[src/rtl/clint_ctrl.sv]
// Core-local interruptor: prescaled mtime counter, mtimecmp compare, software
// interrupt bit and synchronized external request, merged into mip/enable outputs.
module clint_ctrl #(
    parameter int N        = 64,
    parameter int TICK_DIV = 1
) (
    input  logic         clk,
    input  logic         reset,
    input  logic         extIrq,
    input  logic         wrEnable,
    input  logic [1:0]   regSel,
    input  logic [N-1:0] wrData,
    output logic [N-1:0] rdData,
    input  logic         MIE,
    input  logic [15:0]  mieMask,
    output logic [15:0]  mip,
    output logic [15:0]  interruptSignal,
    output logic         async
);

    localparam logic [8:0] TICK_LAST = 9'(TICK_DIV - 1);

    localparam logic [1:0] SEL_MSIP     = 2'd0;
    localparam logic [1:0] SEL_MTIMECMP = 2'd1;
    localparam logic [1:0] SEL_MTIME    = 2'd2;

    logic [8:0]   presc_reg, presc_next;
    logic         tick;
    logic [N-1:0] mtime_reg, mtime_next;
    logic [N-1:0] mtimecmp_reg, mtimecmp_next;
    logic         msip_reg, msip_next;
    logic         sync1_reg;
    logic         meip_s;
    logic [15:0]  mip_reg, int_reg;
    logic         async_reg;

    logic         wr_msip, wr_mtimecmp, wr_mtime;
    logic         mtip;
    logic [15:0]  pend_raw;
    logic [15:0]  pend_en;

    assign wr_msip     = wrEnable && (regSel == SEL_MSIP);
    assign wr_mtimecmp = wrEnable && (regSel == SEL_MTIMECMP);
    assign wr_mtime    = wrEnable && (regSel == SEL_MTIME);

    // The prescaler keeps running through mtime writes; only reset restarts it.
    always_comb begin
        tick       = (presc_reg == TICK_LAST);
        presc_next = tick ? 9'd0 : presc_reg + 9'd1;
    end

    always_comb begin
        mtime_next    = mtime_reg;
        mtimecmp_next = mtimecmp_reg;
        msip_next     = msip_reg;
        if (wr_mtime) begin
            mtime_next = wrData;
        end else if (tick) begin
            mtime_next = mtime_reg + 1'b1;
        end
        if (wr_mtimecmp) begin
            mtimecmp_next = wrData;
        end
        if (wr_msip) begin
            msip_next = wrData[0];
        end
    end

    assign mtip = (mtime_reg >= mtimecmp_reg);

    genvar gi;
    generate
        for (gi = 0; gi < 16; gi++) begin : g_pend
            if (gi == 3) begin : g_msip
                assign pend_raw[gi] = msip_reg;
            end else if (gi == 7) begin : g_mtip
                assign pend_raw[gi] = mtip;
            end else if (gi == 11) begin : g_meip
                assign pend_raw[gi] = meip_s;
            end else begin : g_zero
                assign pend_raw[gi] = 1'b0;
            end
        end
    endgenerate

    assign pend_en = pend_raw & mieMask;

    always_ff @(posedge clk) begin
        if (reset) begin
            presc_reg    <= 9'd0;
            mtime_reg    <= '0;
            mtimecmp_reg <= '1;
            msip_reg     <= 1'b0;
            sync1_reg    <= 1'b0;
            meip_s       <= 1'b0;
            mip_reg      <= 16'h0000;
            int_reg      <= 16'h0000;
            async_reg    <= 1'b0;
        end else begin
            presc_reg    <= presc_next;
            mtime_reg    <= mtime_next;
            mtimecmp_reg <= mtimecmp_next;
            msip_reg     <= msip_next;
            sync1_reg    <= extIrq;
            meip_s       <= sync1_reg;
            mip_reg      <= pend_raw;
            int_reg      <= pend_en;
            async_reg    <= MIE & (|pend_en);
        end
    end

    always_comb begin
        rdData = '0;
        case (regSel)
            SEL_MSIP:     rdData = {{(N-1){1'b0}}, msip_reg};
            SEL_MTIMECMP: rdData = mtimecmp_reg;
            SEL_MTIME:    rdData = mtime_reg;
            default:      rdData = '0;
        endcase
    end

    assign mip             = mip_reg;
    assign interruptSignal = int_reg;
    assign async           = async_reg;

endmodule

[config.mk]
export PLATFORM = sky130hd
export DESIGN_NAME = clint_ctrl
export DESIGN_NICKNAME = d
export VERILOG_FILES = /design/src/rtl/clint_ctrl.sv
export SDC_FILE = /design/constraint.sdc
export NUM_CORES = 1
export LEC_CHECK = 0
export CORE_MARGIN = 3
export CORE_UTILIZATION = 40
export CTS_CLUSTER_DIAMETER = 200
export DETAILED_ROUTE_END_ITERATION = 16
export GPL_TIMING_DRIVEN = 0
export HOLD_SLACK_MARGIN = 0.1
export PLACE_DENSITY = 0.65
export SYNTH_ARGS = -nofsm -noshare
export SYNTH_HDL_FRONTEND = slang
export SYNTH_SLANG_ARGS = --single-unit
[constraint.sdc]
create_clock -name clk -period 3.1 [get_ports clk]
set_input_delay 0.465 -clock clk [delete_from_list [all_inputs] [get_ports clk]]
set_output_delay 0.465 -clock clk [all_outputs]
set_load 0.01 [all_outputs]
==> results.yml <==
worst_setup_path:
  r2r_slack_ns: 0.18
  critical_path_arrival_ns: 2.57
  r2r_cells: 9
  r2r_start: "mtime_reg[0]"
  end_kind: "output port"
  critPathLaunchType: "primary input"
  crit_type: "in -> out"
  r2r-end: "async"
  cp_max_fo: 10
  required_ns: 2.63
cts:
  root_buffer: "clkbuf_16"
  cts.sinks: 147
  clk_transition_reported_paths_ns: 0.06
  htreeDepth: 4
  cts_max_path_buffers: 2
  clock_latency_ns: 0.43
  cts_setup_buffers: 0
  cts_tree: "yes"
  cts_buffers: 17
global_route:
  track_usage_pct: 23.69
  grt_remaining_overflow: 0
  antenna_found_initial: 0
  grt_pass1_wl_um: 43980
  grt_pass1_vias: 7877
  grt_max_degree: 17
timing:
  slew_violations: 0
  setup_tns_ns: 0
  max_freq_ghz: 0.3290
  relSlewSlack_pct: 46.34
  hold_viol: 0
  whs_ns: 0.4398
  finalCriticalPeriod_ns: 3.040
  setup_viol: 0
  worstMarginPinSlew_ns: 0.7975
  post-route-period-util_pct: 98.05
  skew_ns: 0.008980
  rsz0062_at_grt: "true"
cells_and_area:
  layout.nets: 1371
  multi_input_area_um2: 5156
  diodes: 0
  fillCellCount: 2044
  finalNonFillerCells: 1504
  area_delta_synth_final_pct: 28.91
  final_core_util_pct: 52.97
  layout-drive-gt1-share_pct: 6.591
  seq_area_um2: 2943
yosys:
  yosysWarningCount: 0
  synth_top_cells_by_area: "dfxtp_1 34%, ha_1 9.6%, a211o_1 6.3%, a22o_1 6.3%, nor2_1 6.3%"
  netlist-cell-type-count: 46
  synth_area_per_cell_um2: 8.474
  ys_top_cells_by_count: "147 x dfxtp_1, 146 x nor2_1, 74 x inv_1"
  syn_area_um2: 8720
  yosysMostFrequentCell: "dfxtp_1"
  synth_seq_area_share_pct: 33.75
  synthArstFlopShare_pct: 0
  yosysTopAreaCellShare_pct: 33.75
  synthCells: 1029
  yosysTopAreaCell: "dfxtp_1"
  synth_ff_type: "dfxtp_1"
  ys_ff_latch: 147
  synth_edf_count: 0
place:
  gp_congestion: 0.8542
  io_buffers: 144
  post-dp-hpwl_um: 20680
  dp_cells: 1473
drt:
  drt_first_pass_iters: 5
  drt-met1-wl_um: 12200
  wl_met2_um: 13180
  highest_layer: "met4"
  first_iter_violations: 625
  viasPerCell: 5.457
  drc_errors: 0
  num_vias: 8208
  dr_wl_met3_um: 2203
  detail-route-antenna-nets: 0
  routedWlPerCell_um: 18.82
  wirelength_um: 28300
die:
  die_w_um: 153.6
  die_area_um2: 23610
  rows: 53
  pin_count: 184
  core-area_um2: 21220
  initial_core_util_pct: 41.09
  die_y_um: 153.6
pwr:
  ir_drop_uv: 359.0
  powerDensity_nw_per_um2: 447.3
  p_leak_uw: 0.005013
min_path:
  min_from: "sync1_reg"
  holdPathEnd: "meip_s"
  holdPathStages: 1
  hold_path_class: "reg -> reg"
job:
  cap_viol_max_count: 0
outcome:
  status: "finished clean"
## cells in the final DEF (no fill, tap or decap), types with 4 or more instances in the layout
| cell type | instances |
|---|---|
| inv_1 | 74 |
| a211oi_1 | 60 |
| nand3_1 | 36 |
| nor2b_1 | 6 |
| a311oi_1 | 7 |
| conb_1 | 26 |
| ha_1 | 67 |
| a21oi_1 | 25 |
| a21o_1 | 4 |
| clkbuf_1 | 45 |
| and4_1 | 15 |
| nor2_1 | 146 |
| o21ai_0 | 18 |
| dfxtp_1 | 147 |
| a22o_1 | 63 |
| clkdlybuf4s50_1 | 144 |
| nor3_1 | 6 |
| xnor2_1 | 12 |
| nand2_1 | 54 |
| clkbuf_4 | 5 |
| nor4_1 | 4 |
| and3_1 | 11 |
| and2_1 | 6 |
| xor2_1 | 52 |
| a211o_1 | 63 |
| clkbuf_16 | 17 |
| nand4_1 | 31 |
| clkinv_2 | 4 |
| buf_4 | 33 |
| or3_1 | 5 |
## layout make-up
type,instances,area share [%]
multi-input combinational,745,45.87
clock inverter,10,1.180
timing repair buffer,144,12.82
inverter,74,2.471
tap,275,3.061
buffer,88,4.319
clock buffer,21,4.096
sequential,147,26.18
## kinds of logic (layout without fill, tap and decap cells)
family,after synthesis,in the layout,synth area share [%]
xor+xnor,64,64,6.428
buf+inv,162,337,8.208
flops,147,147,33.75
simple gates,336,336,19.44
mux,1,1,0.1148
compound gates,251,251,22.40
other cells,1,26,0.04301
fa+ha+maj,67,67,9.614
## repair_timing
action                     CTS  global route
gates resized for setup     41             5
setup endpoints to repair   61            32
hold buffers                 0             0
## worst max path at each step
stage | startpoint | cells past startpoint | endpoint
after global routing | regSel[0] | 6 | rdData[24]
after detailed placement | regSel[0] | 6 | rdData[24]
final | regSel[0] | 6 | rdData[24]
after floorplan | presc_reg[0] | 10 | mtime_reg[42]
after CTS | regSel[0] | 6 | rdData[25]
after global placement | regSel[0] | 6 | rdData[24]
## where the power goes
group          total, uW  switching, uW  leakage, uW  internal, uW
clock               2130            834     0.000285          1300
combinational        822            417      0.00352           405
sequential          2070           93.0      0.00120          1980
total               5030           1340      0.00501          3680
## critical path: stages
cell	delay, ns
clkdlybuf4s50_1	0.51
nor2b_1	0.20
buf_2	0.27
clkbuf_4	0.35
a22o_1	0.22
clkdlybuf4s50_1	0.55
## routing by layer
metal	up-vias	track usage [%]
li1	4029	-
met1	3824	31.45
met2	313	38.73
met3	42	4.785
met4	0	7.738
met5	-	0
## metrics by stage
stage          setup slack, ns  cell area (um^2)  total power (uW)
2_1_floorplan           0.7670              8813              2523
3_3_place_gp           -0.5936             10600              2915
3_5_place_dp           -0.6236             10600              2922
4_1_cts               0.008894             11230              5031
5_1_grt              -0.006561             11240              5210
6_report               0.06044             11240              5028
(Power assumes the default switching activity.)
